--- src/rtl/spi_pkg.sv ---
// Shared definitions for the SPI RAM controller: frame widths and command codes.
package spi_pkg;
   localparam int FRAME_W = 10;
   localparam int DATA_W  = 8;

   typedef enum logic [1:0] {
      CMD_WR_ADDR = 2'b00,
      CMD_WR_DATA = 2'b01,
      CMD_RD_ADDR = 2'b10,
      CMD_RD_DATA = 2'b11
   } cmd_e;
endpackage

--- src/rtl/spi_ram_array.sv ---
// Single-port byte memory with a registered read port; contents are never reset.
module spi_ram_array
   import spi_pkg::*;
#(
   parameter int MEM_DEPTH = 256,
   parameter int ADDR_SIZE = 8
) (
   input  logic                 clk,
   input  logic                 i_we,
   input  logic                 i_re,
   input  logic [ADDR_SIZE-1:0] i_addr,
   input  logic [DATA_W-1:0]    i_wdata,
   output logic [DATA_W-1:0]    o_rdata
);

   logic [DATA_W-1:0] r_mem [MEM_DEPTH];
   logic [DATA_W-1:0] r_rdata;

   // Write port and read register share one address; the read register holds between reads.
   always_ff @(posedge clk) begin
      if (i_we) begin
         r_mem[i_addr] <= i_wdata;
      end
      if (i_re) begin
         r_rdata <= r_mem[i_addr];
      end
   end

   assign o_rdata = r_rdata;

endmodule

--- src/rtl/spi_ram_ctrl.sv ---
// Decodes 10-bit SPI frames into address/data commands against an internal byte RAM
// and returns read bytes on a parallel tx port.
module spi_ram_ctrl
   import spi_pkg::*;
#(
   parameter int MEM_DEPTH = 256,
   parameter int ADDR_SIZE = 8
) (
   input  logic               clk,
   input  logic               rst_n,
   input  logic [FRAME_W-1:0] rx_data,
   input  logic               rx_valid,
   output logic [DATA_W-1:0]  tx_data,
   output logic               tx_valid,
   output logic               cmd_err
);

   logic [ADDR_SIZE-1:0] r_wr_ptr;
   logic [ADDR_SIZE-1:0] r_rd_ptr;
   logic                 r_wr_ok;
   logic                 r_rd_ok;
   logic                 r_tx_valid;
   logic                 r_cmd_err;
   logic                 r_tx_clr;

   cmd_e                 w_cmd;
   logic                 w_we;
   logic                 w_re;
   logic                 w_err;
   logic                 w_set_wr;
   logic                 w_set_rd;
   logic [ADDR_SIZE-1:0] w_addr;
   logic [DATA_W-1:0]    w_rdata;

   assign w_cmd = cmd_e'(rx_data[FRAME_W-1:FRAME_W-2]);

   // Command decode; reset gates every action so a frame coinciding with reset is dropped.
   always_comb begin
      w_we     = 1'b0;
      w_re     = 1'b0;
      w_err    = 1'b0;
      w_set_wr = 1'b0;
      w_set_rd = 1'b0;
      if (rx_valid && rst_n) begin
         case (w_cmd)
            CMD_WR_ADDR: w_set_wr = 1'b1;
            CMD_WR_DATA: begin
               w_we  = r_wr_ok;
               w_err = ~r_wr_ok;
            end
            CMD_RD_ADDR: w_set_rd = 1'b1;
            CMD_RD_DATA: begin
               w_re  = r_rd_ok;
               w_err = ~r_rd_ok;
            end
            default: w_err = 1'b1;
         endcase
      end else begin
         w_err = 1'b0;
      end
   end

   assign w_addr = w_re ? r_rd_ptr : r_wr_ptr;

   // Pointers, address-valid flags and one-cycle pulses.
   always_ff @(posedge clk) begin
      if (!rst_n) begin
         r_wr_ptr   <= '0;
         r_rd_ptr   <= '0;
         r_wr_ok    <= 1'b0;
         r_rd_ok    <= 1'b0;
         r_tx_valid <= 1'b0;
         r_cmd_err  <= 1'b0;
         r_tx_clr   <= 1'b1;
      end else begin
         r_tx_valid <= w_re;
         r_cmd_err  <= w_err;
         if (w_set_wr) begin
            r_wr_ptr <= rx_data[ADDR_SIZE-1:0];
            r_wr_ok  <= 1'b1;
         end
         if (w_we) begin
            r_wr_ptr <= r_wr_ptr + ADDR_SIZE'(1);
         end
         if (w_set_rd) begin
            r_rd_ptr <= rx_data[ADDR_SIZE-1:0];
            r_rd_ok  <= 1'b1;
         end
         if (w_re) begin
            r_rd_ptr <= r_rd_ptr + ADDR_SIZE'(1);
            r_tx_clr <= 1'b0;
         end
      end
   end

   spi_ram_array #(
      .MEM_DEPTH (MEM_DEPTH),
      .ADDR_SIZE (ADDR_SIZE)
   ) u_ram (
      .clk     (clk),
      .i_we    (w_we),
      .i_re    (w_re),
      .i_addr  (w_addr),
      .i_wdata (rx_data[DATA_W-1:0]),
      .o_rdata (w_rdata)
   );

   // The RAM read register has no reset, so tx_data reads as zero until the first read after reset.
   assign tx_data  = r_tx_clr ? '0 : w_rdata;
   assign tx_valid = r_tx_valid;
   assign cmd_err  = r_cmd_err;

endmodule

--- config.mk ---
export PLATFORM = sky130hd
export DESIGN_NAME = spi_ram_ctrl
export DESIGN_NICKNAME = d
export VERILOG_FILES = /design/src/rtl/spi_pkg.sv /design/src/rtl/spi_ram_array.sv /design/src/rtl/spi_ram_ctrl.sv
export SDC_FILE = /design/constraint.sdc
export NUM_CORES = 2
export LEC_CHECK = 0
export ABC_CLOCK_PERIOD_IN_PS = 8900
export CELL_PAD_IN_SITES_DETAIL_PLACEMENT = 1
export CELL_PAD_IN_SITES_GLOBAL_PLACEMENT = 2
export CORE_UTILIZATION = 30
export CTS_CLUSTER_SIZE = 20
export DETAILED_ROUTE_END_ITERATION = 12
export PLACE_DENSITY = 0.53
export RECOVER_POWER = 100
export SLEW_MARGIN = 10
export SYNTH_ARGS = -nofsm -noshare
export SYNTH_HDL_FRONTEND = slang
export SYNTH_SLANG_ARGS = --single-unit
--- constraint.sdc ---
create_clock -name clk -period 8.9 [get_ports clk]
set_clock_uncertainty 0.1 [all_clocks]
set_input_delay 1.335 -clock clk [delete_from_list [all_inputs] [get_ports clk]]
set_output_delay 1.335 -clock clk [all_outputs]
set_load 0.05 [all_outputs]
==> impl_metrics.csv <==
group,metric,value,unit
timing,fin_crit_sh,86.6,%
final_layout,nFillCells,28200,
worst_hold_path,hold_class,"flop to flop",
yosys,ys_async_sr_fraction,0,%
grt,grt_max_degree,154,
timing,setup_violations,0,
final_layout,area_growth,14.2,%
yosys,syn-num-nets,5856,
clock_network,cts_hold_buffers,0,
critical_path,worstReg2RegStart,"r_rd_ok$_SDFFE_PN0P_",
clock_network,cts_tree,"done",
clock_network,cts_resized,0,
timing,layout_setup_ws,1.19,ns
yosys,ys.flop_type,"edfxtp_1",
route,drt-initial-drc-count,4892,
grt,met1_usage,31.6,%
yosys,synth-seq-area-share,75.1,%
route,viasPerCell,5.70,
yosys,ys_warn_count,0,
yosys,synthCells,5841,
power,p_leak,25.8,nW
timing,max_freq,0.130,GHz
final_layout,regArea,0.0622,mm²
clock_network,clk_pin_slew,0.06,ns
route,routed_wirelength,318000,µm
route,drc,0,
critical_path,ff2ff_path_depth,9,
yosys,synth_seq_cells,2077,
timing,fin_hold_ws,0.359,ns
grt,overflow,0,
critical_path,r2r_end,"u_ram.r_mem[36][6]$_DFFE_PP_",
grt,top_usage_layer,"met2",
route,drtAntennaViolNets,0,
critical_path,critical_path_class,"input port to flop",
clock_network,cts-root-buf,"clkbuf_16",
yosys,netlist_area,0.0828,mm²
critical_path,critPathLaunchType,"input port",
clock_network,cts_setup_buffers,0,
timing,report.final.slew_viol_count,1831,
status,status,"complete, but fails checks",
route,wire_per_inst,33.2,µm
floorplan,fp.dieH,527,µm
timing,final.setup.tns,0,ns
clock_network,clock_sinks,2077,
timing,hold_viol_final,0,
grt,grt_usage,22.3,%
grt,met3_usage,2.52,%
place,gp_congestion,0.769,
critical_path,crit_fanout,30,
timing,layout_min_cycle_time,7.71,ns
final_layout,final_layout_size_suffix_gt1_share,8.84,%
critical_path,reg2reg_slack,2.36,ns
grt,grt_antenna_before_repair,15,
yosys,synth_edf_count,2056,
job,cap_violations,22,
route,num_vias,54600,
power,ir_drop,158,µV
grt,grt_pass1_vias,55600,
critical_path,cp-end-kind,"flop",
floorplan,die_area,0.278,mm²
place,pre_cts_ws,1.03,ns
floorplan,ios,23,
floorplan,num_rows,192,
floorplan,start_util,30.2,%
status,failed_checks,"max-capacitance violations, max-slew violations",
timing,worstMarginPinSlew,6.79,ns
route,first_pass_iters,5,
worst_hold_path,min_to,"r_wr_ok$_SDFFE_PN0P_",
worst_hold_path,hold_depth,1,
critical_path,worst_ep_arrival_time,8.12,ns
clock_network,clkLatencyLatePin,0.92,ns
floorplan,die_w,527,µm
final_layout,multiInputGateArea,0.0185,mm²
critical_path,crit_required,9.31,ns
worst_hold_path,min_from,"r_wr_ok$_SDFFE_PN0P_",
place,dp_hpwl,175000,µm
floorplan,coreArea,0.274,mm²
clock_network,cts_buffer_depth,4,
place,io_buffer_count,22,
final_layout,finalNetCount,5705,
yosys,ys_types,49,
timing,rsz0062_at_grt,"false",
power,p_per_area,221,mW/mm²
timing,maxSlewHeadroom,-353,%
yosys,avgSynthCellArea,14.2,µm²
grt,met2_usage,36.4,%
clock_network,numCtsBuffers,238,
clock_network,cts_max_level,4,
grt,grt_pass1_wl,449000,µm
metal layers:
metal  share of wire (%)  up-vias
met4                 2.4        2
met1                  45    29400
met2                  48     1470
met5              0.0041        -
li1                    -    23300
met3                 4.4      384
worst max-delay path, cell delays in order:
cell and delay, ns:
dlygate4sd3_1 0.91, and3_1 0.65, nand2_1 0.56, inv_1 0.25
buf_4 0.50, nand3b_1 0.14, nand2_1 0.46, clkbuf_1 1.25
nand2_1 0.96, nor2_1 1.03
power breakdown:
part / total, mW / internal (mW) / switching, mW
Clock: 9.54 / 5.46 / 4.07
Combinational: 0.552 / 0.0925 / 0.459
Sequential: 10.8 / 10.8 / 0.00604
Total: 20.9 / 16.3 / 4.54
how the worst max path moves through the flow:
stage                                          endpoint  cells after the start       start  slack [ns]
after floorplan           u_ram.r_mem[115][0]$_DFFE_PP_                      9       rst_n        4.75
after global placement       u_ram.o_rdata[4]$_DFFE_PP_                      9       rst_n        0.74
after detailed placement     u_ram.o_rdata[4]$_DFFE_PP_                     11       rst_n        1.03
after CTS                    u_ram.o_rdata[4]$_DFFE_PP_                     11       rst_n        1.98
after global routing      u_ram.r_mem[180][6]$_DFFE_PP_                      2  rx_data[6]        0.97
final                      u_ram.r_mem[36][6]$_DFFE_PP_                     10       rst_n        1.19
kinds of logic after synthesis:
group                    Yosys count  share of synthesized area (%)
AO/OA/AOI/OAI                   2769                           19.9
flip-flops                      2077                           75.1
buffers and inverters            589                           2.83
AND/OR/NAND/NOR                  402                           2.10
multiplexers                       2                         0.0302
adder cells (fa/ha/maj)            2                         0.0302
synth_stat cells (all sizes together), types with 2 or more instances:
library cell  number  area, µm²
nand3             10       50.1
buf               61        363
a311oi             4       35.0
nor2             277       1040
and2               4       25.0
nand2             41        161
clkbuf           520       1950
nand2b             4       25.0
ha                 2       25.0
a21oi              9       56.3
edfxtp          2056      61700
nor4               5       43.8
o41ai            128       1120
and3               3       18.8
o31ai              2       15.0
or4                8       60.1
o21ai           2061      10300
nor3               8       40.0
or3               19        119
a221oi             4       35.0
a211oi             4       35.0
o21a               5       37.5
nand3b             4       30.0
nor2b             15       93.8
a41oi            544       4760
a31oi              3       33.8
dfxtp             21        420
inv                8       30.0
o31a               2       18.8
layout by cell type, fill, tap and decap left out, drive strengths merged, types with 8 or more instances in the layout:
cell type	n
o21ai	2061
dlygate4sd3	11
a41oi	544
nand3	10
nor2	277
bufinv	19
dfxtp	21
nor2b	15
or3	19
clkinv	111
nand2	41
clkbuf	322
buf	150
a21oi	9
nor3	8
inv	11
or4	8
edfxtp	2056
o41ai	128
sequential cells by signal (all words and copies together), names as in the netlist:
register / cells
cmd_err: 1
tx_valid: 1
u_ram.r_mem: 2048
r_rd_ok: 1
r_tx_clr: 1
r_wr_ok: 1
u_ram.o_rdata: 8
r_wr_ptr: 8
r_rd_ptr: 8
cell type report:
type / count / area share, %
Antenna cell: 4 / 0.0106
Timing Repair Buffer: 190 / 1.99
Inverter: 8 / 0.0318
Clock inverter: 138 / 1.22
Sequential cell: 2077 / 65.7
Tap cell: 3686 / 4.88
Clock buffer: 296 / 6.57
Multi-Input combinational cell: 3175 / 19.6
per-stage QoR:
stage	instance area [µm²]	instances	util [%]	total power, mW
3_3_place_gp	87300	9134	31.9	11.5
4_1_cts	94800	9570	34.6	21.1
3_5_place_dp	87400	9136	31.9	11.5
6_report	94600	9574	34.5	20.9
5_1_grt	94500	9571	34.5	21.4
2_1_floorplan	82800	5841	-	11.1
No activity file was read; power rests on OpenSTA's default activity.
